==> config.mk <==
export PLATFORM = sky130hd
export DESIGN_NAME = mem_access_unit
export DESIGN_NICKNAME = d
export VERILOG_FILES = /design/src/rtl/mem_pkg.sv /design/src/rtl/mem_lane.sv /design/src/rtl/mem_access_unit.sv
export SDC_FILE = /design/constraint.sdc
export NUM_CORES = 1
export LEC_CHECK = 0
export CAP_MARGIN = 20
export CORE_ASPECT_RATIO = 0.8
export CORE_MARGIN = 8
export CORE_UTILIZATION = 49
export CTS_BUF_LIST = sky130_fd_sc_hd__clkbuf_4
export CTS_CLUSTER_DIAMETER = 80
export DETAILED_ROUTE_END_ITERATION = 12
export GPL_ROUTABILITY_DRIVEN = 0
export PLACE_DENSITY = 0.87
export SLEW_MARGIN = 20
export SYNTH_ARGS = -nofsm -noshare
export SYNTH_HDL_FRONTEND = slang
export SYNTH_HIERARCHICAL = 1
export SYNTH_SLANG_ARGS = --single-unit
==> constraint.sdc <==
create_clock -name clk -period 3.4 [get_ports clk]
set_input_delay 0.68 -clock clk [delete_from_list [all_inputs] [get_ports clk]]
set_output_delay 0.68 -clock clk [all_outputs]
set_load 0.005 [all_outputs]
==> src/rtl/mem_pkg.sv <==
// Shared types and helpers for the load/store initiator and its lane logic.
package mem_pkg;

  typedef enum logic [1:0] {
    BYTE = 2'b00,
    HALF = 2'b01,
    WORD = 2'b10
  } mem_size_e;

  typedef enum logic [2:0] {
    IDLE,
    RD,
    CAP,
    WR,
    RESP
  } lsu_state_e;

  // Size 11 has no legal encoding, so it is reported the same way as a misaligned access.
  function automatic logic misaligned(input logic [1:0] size, input logic [1:0] addr_lo);
    case (size)
      BYTE:    misaligned = 1'b0;
      HALF:    misaligned = addr_lo[0];
      WORD:    misaligned = |addr_lo;
      default: misaligned = 1'b1;
    endcase
  endfunction

endpackage

==> src/rtl/mem_lane.sv <==
// Combinational little-endian lane logic: load extraction/extension and store merge.
module mem_lane
  import mem_pkg::*;
(
  input  logic [31:0] i_word,
  input  logic [15:0] i_wdata,
  input  logic [1:0]  i_offset,
  input  logic [1:0]  i_size,
  input  logic        i_unsigned,
  output logic [31:0] o_rdata,
  output logic [31:0] o_merged
);

  logic [7:0]  w_byte;
  logic [15:0] w_half;

  always_comb begin
    w_byte = i_word[8*i_offset +: 8];
    w_half = i_offset[1] ? i_word[31:16] : i_word[15:0];

    case (i_size)
      BYTE:    o_rdata = {{24{w_byte[7] & ~i_unsigned}}, w_byte};
      HALF:    o_rdata = {{16{w_half[15] & ~i_unsigned}}, w_half};
      default: o_rdata = i_word;
    endcase

    o_merged = i_word;
    case (i_size)
      BYTE: o_merged[8*i_offset +: 8] = i_wdata[7:0];
      HALF: begin
        if (i_offset[1]) o_merged[31:16] = i_wdata;
        else             o_merged[15:0]  = i_wdata;
      end
      default: ;
    endcase
  end

endmodule

==> src/rtl/mem_access_unit.sv <==
// Load/store initiator for the word-addressed RAM; sub-word stores are done as
// read-modify-write since the RAM has no byte enables.
//
// state | meaning
// IDLE  | accepting a request (req_ready=1)
// RD    | read_ram strobe for one cycle
// CAP   | sample ram_out; extend for loads, merge for sub-word stores
// WR    | write_ram strobe for one cycle
// RESP  | response held until rsp_ready
module mem_access_unit
  import mem_pkg::*;
#(
  parameter int WORD_SHIFT = 2
) (
  input  logic        clk,
  input  logic        rst_n,
  input  logic        i_req_valid,
  output logic        o_req_ready,
  input  logic        i_req_we,
  input  logic [1:0]  i_req_size,
  input  logic        i_req_unsigned,
  input  logic [31:0] i_req_addr,
  input  logic [31:0] i_req_wdata,
  output logic        o_rsp_valid,
  input  logic        i_rsp_ready,
  output logic [31:0] o_rsp_rdata,
  output logic        o_rsp_err,
  output logic        o_read_ram,
  output logic        o_write_ram,
  output logic [31:0] o_ram_addr,
  output logic [31:0] o_ram_write_data,
  input  logic [31:0] i_ram_out
);

  lsu_state_e  r_state;
  logic        r_req_ready;
  logic        r_we;
  logic [1:0]  r_size;
  logic        r_unsigned;
  logic [1:0]  r_offset;
  logic [15:0] r_wdata;
  logic        r_rsp_valid;
  logic [31:0] r_rsp_rdata;
  logic        r_rsp_err;
  logic        r_read_ram;
  logic        r_write_ram;
  logic [31:0] r_ram_addr;
  logic [31:0] r_ram_wdata;
  logic [31:0] w_lane_rdata;
  logic [31:0] w_lane_merged;

  mem_lane u_lane (
    .i_word     (i_ram_out),
    .i_wdata    (r_wdata),
    .i_offset   (r_offset),
    .i_size     (r_size),
    .i_unsigned (r_unsigned),
    .o_rdata    (w_lane_rdata),
    .o_merged   (w_lane_merged)
  );

  always_ff @(posedge clk or negedge rst_n) begin
    if (!rst_n) begin
      r_state     <= IDLE;
      r_req_ready <= 1'b0;
      r_we        <= 1'b0;
      r_size      <= 2'b00;
      r_unsigned  <= 1'b0;
      r_offset    <= 2'b00;
      r_wdata     <= 16'h0;
      r_rsp_valid <= 1'b0;
      r_rsp_rdata <= 32'h0;
      r_rsp_err   <= 1'b0;
      r_read_ram  <= 1'b0;
      r_write_ram <= 1'b0;
      r_ram_addr  <= 32'h0;
      r_ram_wdata <= 32'h0;
    end else begin
      r_read_ram  <= 1'b0;
      r_write_ram <= 1'b0;
      case (r_state)
        IDLE: begin
          r_req_ready <= 1'b1;
          // r_req_ready gates acceptance so nothing is taken in the first cycle after reset.
          if (r_req_ready && i_req_valid) begin
            r_req_ready <= 1'b0;
            r_we        <= i_req_we;
            r_size      <= i_req_size;
            r_unsigned  <= i_req_unsigned;
            r_offset    <= i_req_addr[1:0];
            r_wdata     <= i_req_wdata[15:0];
            r_ram_addr  <= i_req_addr >> WORD_SHIFT;
            r_rsp_rdata <= 32'h0;
            r_rsp_err   <= 1'b0;
            if (misaligned(i_req_size, i_req_addr[1:0])) begin
              r_rsp_err   <= 1'b1;
              r_rsp_valid <= 1'b1;
              r_state     <= RESP;
            end else if (i_req_we && (i_req_size == WORD)) begin
              r_write_ram <= 1'b1;
              r_ram_wdata <= i_req_wdata;
              r_state     <= WR;
            end else begin
              r_read_ram <= 1'b1;
              r_state    <= RD;
            end
          end
        end
        RD: r_state <= CAP;
        CAP: begin
          if (r_we) begin
            r_write_ram <= 1'b1;
            r_ram_wdata <= w_lane_merged;
            r_state     <= WR;
          end else begin
            r_rsp_rdata <= w_lane_rdata;
            r_rsp_valid <= 1'b1;
            r_state     <= RESP;
          end
        end
        WR: begin
          r_rsp_valid <= 1'b1;
          r_state     <= RESP;
        end
        RESP: begin
          if (i_rsp_ready) begin
            r_rsp_valid <= 1'b0;
            r_req_ready <= 1'b1;
            r_state     <= IDLE;
          end
        end
        default: r_state <= IDLE;
      endcase
    end
  end

  assign o_req_ready      = r_req_ready;
  assign o_rsp_valid      = r_rsp_valid;
  assign o_rsp_rdata      = r_rsp_rdata;
  assign o_rsp_err        = r_rsp_err;
  assign o_read_ram       = r_read_ram;
  assign o_write_ram      = r_write_ram;
  assign o_ram_addr       = r_ram_addr;
  assign o_ram_write_data = r_ram_wdata;

endmodule

* After elaboration in Yosys (flattened, before gate mapping) *
Index checks and enable logic that the tools add are counted.

storage, ports and cells
  flip-flop bits (word level) = 124
  input bits = 104
  output and inout bits = 101
  word-level logic and storage cells = 91

operators by class
  $add $sub $neg = 1
  equal/unequal tests = 14
  shift-type cells = 3
  mux-type cells = 41
  bitwise logic cells = 3
  reduce and logical (&&, ||, !) cells = 15

operator list
  cell                                                   number
  case mux 32 bit (2 select lines)                       4
  2-to-1 mux 32 bit                                      6
  2-to-1 mux 16 bit                                      3
  negator 5 -> 34 bit                                    1
  variable shift 8 x 34 -> 32 bit, first input constant  1
  indexed part select 8 x 34 -> 32 bit                   1
  bitwise mux 32 bit                                     1
  indexed part select 32 x 6 -> 8 bit                    1
  2-to-1 mux 1 bit                                       17
  case mux 3 bit (5 select lines)                        1
  inequality test 2 bit, second input constant           7
  2-to-1 mux 3 bit                                       4
  AND reduction 5 bit                                    2
  == test 3 x 2 -> 1 bit, second input constant          2
  AND reduction 2 bit                                    3
  == test 2 x 1 -> 1 bit, second input constant          2
  logical NOT 2 bit                                      2
  case mux 1 bit (2 select lines)                        2
  case mux 1 bit (4 select lines)                        1
  nonzero test 2 bit                                     2
  nonzero test 4 bit                                     1
  == test 3 x 1 -> 1 bit, second input constant          1
  == test 3 bit, second input constant                   1
  logical NOT 3 bit                                      1
  other kinds (8)                                        10

* Logic depth before layout (Yosys ltp) *
Gate-level depths: netlist (run 1).

  depth in word-level cells = 7
  mapped depth = 10
  depth with buffers taken out = 7

* By module *
The synthesis (run 1) kept the hierarchy.

modules (own cells, without submodules)
  module           instances  cells each  area each (µm²)  seq. area each (µm²)
  mem_access_unit  1          337         5236.3           3103.0
  mem_lane         1          224         1587.8           0.0

* Least setup slack after synthesis (run 1) *
Ideal clock, no wire load.

  path kind = flip-flop to flip-flop
  from = reg r_offset[1]
  to = reg r_ram_wdata[10] (netlist: o_ram_write_data[10])
  setup time = 125 ps
  data arrival time = 2654 ps
  required time = 3275 ps
  slack = 621 ps
  cell stages (with the launch flop) = 11
  buffers on the path = 3
  period minus slack after synthesis = 2779 ps
  cells stage by stage = dfrtp_1 buf_2 clkinv_1 clkbuf_1 ha_1 and2_1 buf_1 and4b_1 a221o_1 mux2_4 mux2_2

on the way
  longest elaborated chain between the ends = 6
  elaborated cells on any way between the ends = 8
  those cells by class = add/sub (1); shift (2); mux (5)

ends and longest elaborated chain
  item                                                                                     RTL line                source
  start: declaration                                                                       mem_access_unit.sv:40   logic [1:0] r_offset;
  start signal: assignment                                                                 mem_access_unit.sv:90   r_offset <= i_req_addr[1:0];
  negator 5 -> 34 bit                                                                      mem_lane.sv:29          BYTE: o_merged[8*i_offset +: 8] = i_wdata[7:0];
  indexed part select 8 x 34 -> 32 bit or variable shift 8 x 34 -> 32 bit (tied branches)  mem_lane.sv:29
  bitwise mux 32 bit                                                                       mem_lane.sv:29
  case mux 32 bit (2 select lines) *                                                       mem_lane.sv:28          case (i_size)
  net w_lane_merged[10]                                                                    mem_access_unit.sv:50   logic [31:0] w_lane_merged;
  2-to-1 mux 32 bit *                                                                      mem_access_unit.sv:111  if (r_we) begin
  case mux 32 bit (2 select lines) *                                                       mem_access_unit.sv:81   case (r_state)
  end signal: assignment                                                                   mem_access_unit.sv:101  r_ram_wdata <= i_req_wdata;
  end signal: assignment                                                                   mem_access_unit.sv:113  r_ram_wdata <= w_lane_merged;
  end: declaration                                                                         mem_access_unit.sv:48   logic [31:0] r_ram_wdata;

The timed path passes the listed nets; every way through them passes the cells marked *. The select of a mux whose other input is x is not followed.
A chain may end at the register's enable or synchronous reset.

* Worst setup path in the final report (run 1) *
  from = reg r_offset[0]
  to = reg r_ram_wdata[26] (netlist: o_ram_write_data[26])

on the way
  longest elaborated chain between the ends = 6
  elaborated cells on any way between the ends = 7
  those cells by class = add/sub (1); shift (2); mux (4)

ends and longest elaborated chain
  item                                                                                     RTL line
  negator 5 -> 34 bit *                                                                    mem_lane.sv:29
  indexed part select 8 x 34 -> 32 bit or variable shift 8 x 34 -> 32 bit (tied branches)  mem_lane.sv:29
  bitwise mux 32 bit *                                                                     mem_lane.sv:29
  case mux 32 bit (2 select lines) *                                                       mem_lane.sv:28
  net w_lane_merged[26]                                                                    mem_access_unit.sv:50
  2-to-1 mux 32 bit *                                                                      mem_access_unit.sv:111
  case mux 32 bit (2 select lines) *                                                       mem_access_unit.sv:81

Marked as above.

==> PnR_summary.wiki, run 1 <==
{| class="wikitable"
! Metric !! Value
|-
| CTS Root Cell || sky130_fd_sc_hd__clkbuf_4
|-
| Worst stage delay on the critical path || 0.68 ns
|-
| Bufs and invs on worst path || 1
|-
| DRC errors left || 0
|-
| Ratio of final minimum period to clock period || 0.749
|-
| Met1 Usage GRT || 0.281
|-
| Antenna violations before repair || 0
|-
| Rel. slew slack || 0.483
|-
| Routed wirelength normalized by instance count || 22.7 um
|-
| Pwr per Cell Area || 860 nW/um2
|-
| Hold buffer count at cts || 0
|-
| Count of filler cells inserted in the layout || 1008
|-
| Synthesized area || 6820 um2
|-
| Overall die height || 122 um
|-
| Number of CTS-inserted buffers || 17
|-
| TritonCTS clock tree || done
|-
| Setup slack of the critical path after layout || 0.852 ns
|-
| Depth of the most critical reg-to-reg path || 7
|-
| Total track usage || 0.237
|-
| Top delay family on crit path || simple AND/OR/NAND/NOR gates
|-
| MaxCap Viol Count || 0
|-
| Post-detailed-route via-to-cell ratio || 6.08
|-
| Starting density of the core || 0.502
|-
| Setup Viol. Count Final || 0
|-
| Minimum clock period || 2.55 ns
|-
| Gr ovfl total || 0
|-
| Number of H-tree branching levels || 4
|-
| Maximum achievable frequency || 0.392 GHz
|-
| X dimension of the die || 148 um
|-
| Type of element capturing the critical path || flip-flop
|-
| Number of synthesized flops with an enable pin || 0
|-
| Cell types with the largest area share after synthesis || sky130_fd_sc_hd__dfrtp_1 (45%), sky130_fd_sc_hd__mux2_2 (15%), sky130_fd_sc_hd__mux2_4 (6.6%)
|-
| Synth Area per Inst || 12.2 um2
|-
| Slowest cell on crit path || sky130_fd_sc_hd__nor4b_4
|-
| Leak || 3.86 nW
|-
| Post-CTS clock slew at the launch and capture registers of the worst setup and hold paths || 0.11 ns
|-
| Share of final-layout standard cells stronger than drive strength 1 || 0.232
|-
| Destination of the worst register-to-register timing path || o_ram_write_data[26]$_DFFE_PN0P_
|-
| TNS Setup || 0 ns
|-
| Via count of the first global-routing pass || 5824
|-
| # diodes || 0
|-
| Busiest grt layer || met2
|-
| Global routing met3 resource utilization || 0.114
|-
| Share of flip-flops with an asynchronous set or reset || 1.00
|-
| Number of nets in the layout || 852
|-
| Distinct cell type count after synthesis || 53
|-
| Sequence of cells on the critical path || inv_1 -> ha_1 -> nor4b_4 -> and4b_1 -> a221o_1 -> mux2_4 -> mux2_2
|-
| Setup Crit Path Kind || flip-flop to flip-flop
|-
| Router iterations before antenna repair || 5
|-
| Unrepaired setup endpoints after global routing || false
|-
| Antenna violation net count after detailed routing || 0
|-
| Vias after detailed routing || 5684
|-
| Setup slack of the worst register-to-register path || 0.85 ns
|-
| Type of the most critical hold path || primary input to asynchronous set/reset pin
|-
| Cts repair resizes || 0
|-
| Startpoint types || flip-flop
|-
| # Post-CTS Setup Buffers || 0
|-
| Req. time, crit path || 3.91 ns
|-
| Dpl hpwl || 16200 um
|-
| DRC violation total after the first TritonRoute iteration || 665
|-
| Share of the synthesized area in the top cell type || 0.455
|-
| Largest net degree at the start of global routing || 56
|-
| Number of register bits inferred by synthesis || 124
|-
| DIE AREA || 18000 um2
|-
| Area Overhead vs Synth || 35.1%
|-
| Met2 track demand over resource || 0.373
|-
| Number of I/O pins || 205
|-
| Sequential share of the synthesized area || 0.455
|-
| Clk_lat worst skew || 0.56 ns
|-
| Final Total Pwr || 7.93 mW
|-
| Yosys warning total || 6
|-
| Number of buffer cells added on primary ports || 202
|-
| Reg2Reg Launch Point || r_offset[0]$_DFFE_PN0P_
|-
| Most area-hungry cell type in the Yosys netlist || sky130_fd_sc_hd__dfrtp_1
|-
| Core region area || 13600 um2
|-
| Maximum number of buffers from clock root to sink || 2
|-
| Top flip-flop cell by instance count after synthesis || sky130_fd_sc_hd__dfrtp_1
|-
| CTS Sinks || 124
|-
| Pins over their slew limit || 0
|-
| Transition time at the pin with the least slew margin || 0.773 ns
|-
| Placement Rows || 38
|-
| Post-synthesis cell count || 561
|-
| Final core area utilization || 0.678
|-
| Largest clock skew in the final design || 0.0167 ns
|-
| Total number of cells along the worst setup path || 7
|-
| Total detailed-routing wirelength || 21200 um
|-
| Arrival time reported for the critical path endpoint || 3.06 ns
|-
| Worst setup path start || r_offset[0]$_DFFE_PN0P_
|-
| Global-route wire length before repair || 33000 um
|-
| Dominant cell by count in the synthesized netlist || sky130_fd_sc_hd__dfrtp_1
|-
| Placement-stage worst setup slack || 0.474 ns
|-
| Worst vdd ir || 575 uV
|-
| Outcome || complete, no violations
|-
| Synth top cells by count || sky130_fd_sc_hd__dfrtp_1 (124), sky130_fd_sc_hd__mux2_2 (88), sky130_fd_sc_hd__a22o_1 (48)
|-
| Maximum fanout count along the critical path || 16
|-
| Number of failing hold endpoints at the final stage || 0
|}
==> cell usage in the layout (no fill, tap or decap), types with 7 or more instances in the layout <==
cell                              Yosys  final
sky130_fd_sc_hd__dfrtp_1            124    124
sky130_fd_sc_hd__o21ai_0             18     18
sky130_fd_sc_hd__mux2_2              88     88
sky130_fd_sc_hd__and3b_1              8      8
sky130_fd_sc_hd__nand2_1             29     29
sky130_fd_sc_hd__nor3b_1              8      8
sky130_fd_sc_hd__mux2i_1             10     10
sky130_fd_sc_hd__a22oi_1              8      8
sky130_fd_sc_hd__mux2_4              30     30
sky130_fd_sc_hd__inv_1                7      7
sky130_fd_sc_hd__a32oi_1             14     14
sky130_fd_sc_hd__nor2_1              11     11
sky130_fd_sc_hd__o211ai_1            17     17
sky130_fd_sc_hd__buf_4               12     10
sky130_fd_sc_hd__a21oi_1             19     19
sky130_fd_sc_hd__clkbuf_4             0     18
sky130_fd_sc_hd__clkdlybuf4s50_1      0    201
sky130_fd_sc_hd__a221o_1              9      9
sky130_fd_sc_hd__a22o_1              48     48
==> kinds of logic after synthesis <==
family	count (synthesis)	synth area share
other cells	1	0.000550
buf+inv	59	0.0501
compound gates	156	0.182
mux	128	0.226
flops	124	0.455
fa+ha+maj	5	0.00917
simple gates	88	0.0779
==> worst reg2reg max path, stage by stage (launching register included) <==
cell and delay [ns]:
sky130_fd_sc_hd__dfrtp_1 0.55, sky130_fd_sc_hd__inv_1 0.14, sky130_fd_sc_hd__ha_1 0.29, sky130_fd_sc_hd__nor4b_4 0.68, sky130_fd_sc_hd__and4b_1 0.31, sky130_fd_sc_hd__a221o_1 0.22, sky130_fd_sc_hd__mux2_4 0.18, sky130_fd_sc_hd__mux2_2 0.13
==> power breakdown <==
group / switching [mW] / internal [mW] / total, mW / leakage [nW]
clock: 0.557 / 0.654 / 1.21 / 0.169
combinational: 1.82 / 2.25 / 4.07 / 2.14
sequential: 0.554 / 2.10 / 2.65 / 1.55
==> how the worst max path moves through the flow <==
stage                                                  end  slack [ns]
after floorplan           o_ram_write_data[10]$_DFFE_PN0P_        0.62
after global placement    o_ram_write_data[26]$_DFFE_PN0P_        0.58
after detailed placement  o_ram_write_data[27]$_DFFE_PN0P_        0.47
after CTS                 o_ram_write_data[10]$_DFFE_PN0P_        0.90
after global routing      o_ram_write_data[26]$_DFFE_PN0P_        0.74
final                     o_ram_write_data[26]$_DFFE_PN0P_        0.85
==> registers in the layout, indices dropped and copies added (netlist names) <==
name / flops
r_unsigned: 1
r_size: 2
o_rsp_err: 1
r_offset: 2
r_we: 1
o_write_ram: 1
o_ram_write_data: 32
r_wdata: 16
o_read_ram: 1
o_rsp_rdata: 32
o_ram_addr: 30
o_rsp_valid: 1
o_req_ready: 1
r_state: 3
==> area by class of cell <==
| type | instances | area, um2 | share of cell area |
|---|---|---|---|
| flip-flops and latches | 124 | 3100 | 0.336 |
| repair buffers | 213 | 2130 | 0.231 |
| multi-input cells | 379 | 3400 | 0.368 |
| clock buffers | 18 | 135 | 0.0147 |
| clock inverters | 13 | 199 | 0.0216 |
| well taps | 180 | 225 | 0.0244 |
| inverters | 8 | 30.0 | 0.00326 |
==> through the flow <==
step                cells  cell area (um2)  hold slack [ns]
detailed placement    903             8860            0.493
global route          935             9220           0.0978
finish                935             9220            0.114
global placement      903             8860            0.487
floorplan             562             6830            0.384
CTS                   934             9200           0.0932
==> layer usage <==
layer	wire length [um]	up-vias
met4	552	0
met3	2720	54
met5	0	-
met2	9650	384
li1	-	2495
met1	8300	2751
Note: power is estimated with default switching activity, not from simulation.
==> run 2: changes to the inputs <==
--- a/config.mk
+++ b/config.mk
@@ -8,12 +8,12 @@
 export CAP_MARGIN = 20
 export CORE_ASPECT_RATIO = 0.8
 export CORE_MARGIN = 8
-export CORE_UTILIZATION = 49
+export CORE_UTILIZATION = 44
 export CTS_BUF_LIST = sky130_fd_sc_hd__clkbuf_4
 export CTS_CLUSTER_DIAMETER = 80
 export DETAILED_ROUTE_END_ITERATION = 12
 export GPL_ROUTABILITY_DRIVEN = 0
-export PLACE_DENSITY = 0.87
+export PLACE_DENSITY = 0.83
 export SLEW_MARGIN = 20
 export SYNTH_ARGS = -nofsm -noshare
 export SYNTH_HDL_FRONTEND = slang
==> constraint.sdc (replaced) <==
create_clock -name clk -period 2.3 [get_ports clk]
set_input_delay 0.46 -clock clk [delete_from_list [all_inputs] [get_ports clk]]
set_output_delay 0.46 -clock clk [all_outputs]
set_load 0.005 [all_outputs]
==> run 2 against run 1 <==
  * Register-to-register slack got worse by 0.74 ns
  * First-iteration DRC count fell by 24%
  * Sequential cell count did not move
  * Count of clock-buffer cells in the layout did not move
  * Highest routed layer unchanged
  * Hold slack improved by 0.29 ns
  * Fmax rose by 16%
  * Clock power rose by 50%
  * Setup slack got worse by 0.74 ns
  * Total power rose by 52%
  * Cell count rose by 5.8%
  * Design area rose by 3.6%
  * Combinational power rose by 56%
==> PnR_summary.wiki, run 2 (synthesis gave the netlist of run 1 again) <==
{| class="wikitable"
! Metric !! Value
|-
| DIE AREA || 19800 um2
|-
| Type of the most critical hold path || primary input to asynchronous set/reset pin
|-
| Rel. slew slack || 0.536
|-
| Maximum achievable frequency || 0.457 GHz
|-
| Slowest cell on crit path || sky130_fd_sc_hd__dfrtp_2
|-
| MaxCap Viol Count || 0
|-
| Startpoint types || flip-flop
|-
| Dpl hpwl || 16500 um
|-
| Worst vdd ir || 573 uV
|-
| Setup Crit Path Kind || flip-flop to flip-flop
|-
| Core region area || 15100 um2
|-
| Via count of the first global-routing pass || 6083
|-
| Final Total Pwr || 12.1 mW
|-
| DRC errors left || 0
|-
| TritonCTS clock tree || done
|-
| Commonest cells after routing, fill and taps aside || sky130_fd_sc_hd__clkdlybuf4s50_1 (201), sky130_fd_sc_hd__dfrtp_1 (123), sky130_fd_sc_hd__mux2_2 (88)
|-
| Sequence of cells on the critical path || buf_12 -> ha_1 -> nor2b_1 -> and4b_1 -> a221o_1 -> mux2_4 -> mux2_2
|-
| Req. time, crit path || 2.73 ns
|-
| Number of buffer cells added on primary ports || 202
|-
| Largest net degree at the start of global routing || 49
|-
| Overall die height || 127 um
|-
| Area after detailed placement || 9200 um2
|-
| Total detailed-routing wirelength || 21700 um
|-
| Bufs and invs on worst path || 1
|-
| Setup Viol. Count Final || 0
|-
| Number of nets in the layout || 876
|-
| Unrepaired setup endpoints after global routing || false
|-
| Setup slack of the critical path after layout || 0.112 ns
|-
| Placement Rows || 40
|-
| Number of failing hold endpoints at the final stage || 0
|-
| Type of element capturing the critical path || flip-flop
|-
| Pins over their slew limit || 0
|-
| Leading cell type in the layout, fill and taps excluded || sky130_fd_sc_hd__clkdlybuf4s50_1
|-
| CTS Root Cell || sky130_fd_sc_hd__clkbuf_4
|-
| Number of I/O pins || 205
|-
| Fin area || 9550 um2
|-
| Largest clock skew in the final design || 0.0173 ns
|-
| Top delay family on crit path || multiplexers
|-
| Vias after detailed routing || 5763
|-
| CTS Sinks || 124
|-
| Maximum fanout count along the critical path || 39
|-
| Starting density of the core || 0.451
|-
| Number of CTS-inserted buffers || 17
|-
| DRC violation total after the first TritonRoute iteration || 507
|-
| Antenna violation net count after detailed routing || 0
|-
| Antenna violations before repair || 0
|-
| Maximum number of buffers from clock root to sink || 2
|-
| Pwr per Cell Area || 1260 nW/um2
|-
| Router iterations before antenna repair || 5
|-
| Final core area utilization || 0.632
|-
| Hold slack || 0.408 ns
|-
| Worst stage delay on the critical path || 0.49 ns
|-
| Post-CTS clock slew at the launch and capture registers of the worst setup and hold paths || 0.11 ns
|-
| Area Overhead vs Synth || 40.0%
|-
| Outcome || complete, no violations
|-
| Global-route wire length before repair || 34000 um
|-
| X dimension of the die || 155 um
|-
| Total track usage || 0.219
|-
| Routed wirelength normalized by instance count || 21.9 um
|-
| Minimum clock period || 2.19 ns
|-
| Placement-stage worst setup slack || 0.0388 ns
|-
| Ratio of final minimum period to clock period || 0.951
|-
| Leak || 4.01 nW
|-
| Gr ovfl total || 0
|-
| Arrival time reported for the critical path endpoint || 2.62 ns
|-
| Post-detailed-route via-to-cell ratio || 5.83
|-
| Clk_lat worst skew || 0.54 ns
|-
| Share of final-layout standard cells stronger than drive strength 1 || 0.259
|-
| Transition time at the pin with the least slew margin || 0.694 ns
|-
| Number of H-tree branching levels || 4
|-
| # diodes || 0
|}
==> run 2: stage by stage <==
step / cells / TNS (ns)
floorplan: 562 / -0.00512
global placement: 956 / 0
detailed placement: 956 / 0
CTS: 988 / 0
global route: 989 / 0
finish: 989 / 0
==> run 2: repair_timing <==
item / in CTS / in global routing
endpoints found under the setup margin: 0 / 13
gates resized for setup: 0 / 1
endpoints found under the hold margin: 32 / 0
buffers inserted: 0 / 1
hold buffers: 1 / 0
==> run 2: layer usage <==
layer,wire (um),global-route usage,vias up
li1,-,-,2545
met3,2430,0.0913,51
met4,685,0.0843,0
met5,0,0,-
met2,9720,0.339,330
met1,8860,0.270,2837
==> run 2: final cells by class <==
class / count / area [um2]
inverter: 8 / 42.5
clock buffer: 18 / 135
clock inverter: 13 / 199
sequential: 124 / 3100
timing repair buffer: 237 / 2400
tap: 210 / 263
multi-input combinational: 379 / 3410
fill: 1174 / 5560
==> run 2: path summary, 6_finish.rpt <==
check                                       startpoint                          endpoint  slack (ns)  cells after the start
max                            r_offset[1]$_DFFE_PN0P_  o_ram_write_data[26]$_DFFE_PN0P_        0.11                      7
min                                              rst_n       o_rsp_rdata[21]$_DFFE_PN0P_        0.41                      2
max reg2reg                    r_offset[1]$_DFFE_PN0P_  o_ram_write_data[26]$_DFFE_PN0P_        0.11                      7
min reg2reg                o_rsp_rdata[14]$_DFFE_PN0P_       o_rsp_rdata[14]$_DFFE_PN0P_        0.51                      1
max in group asynchronous                        rst_n           r_offset[1]$_DFFE_PN0P_        1.25                      3
min in group clk           o_rsp_rdata[14]$_DFFE_PN0P_       o_rsp_rdata[14]$_DFFE_PN0P_        0.51                      1
==> run 2: report_power, final <==
part	total, mW	switching (mW)	leakage, nW	internal (mW)
sequential	3.90	0.792	1.55	3.10
clock	1.81	0.841	0.169	0.967
combinational	6.36	2.78	2.29	3.58
total	12.1	4.42	4.01	7.65
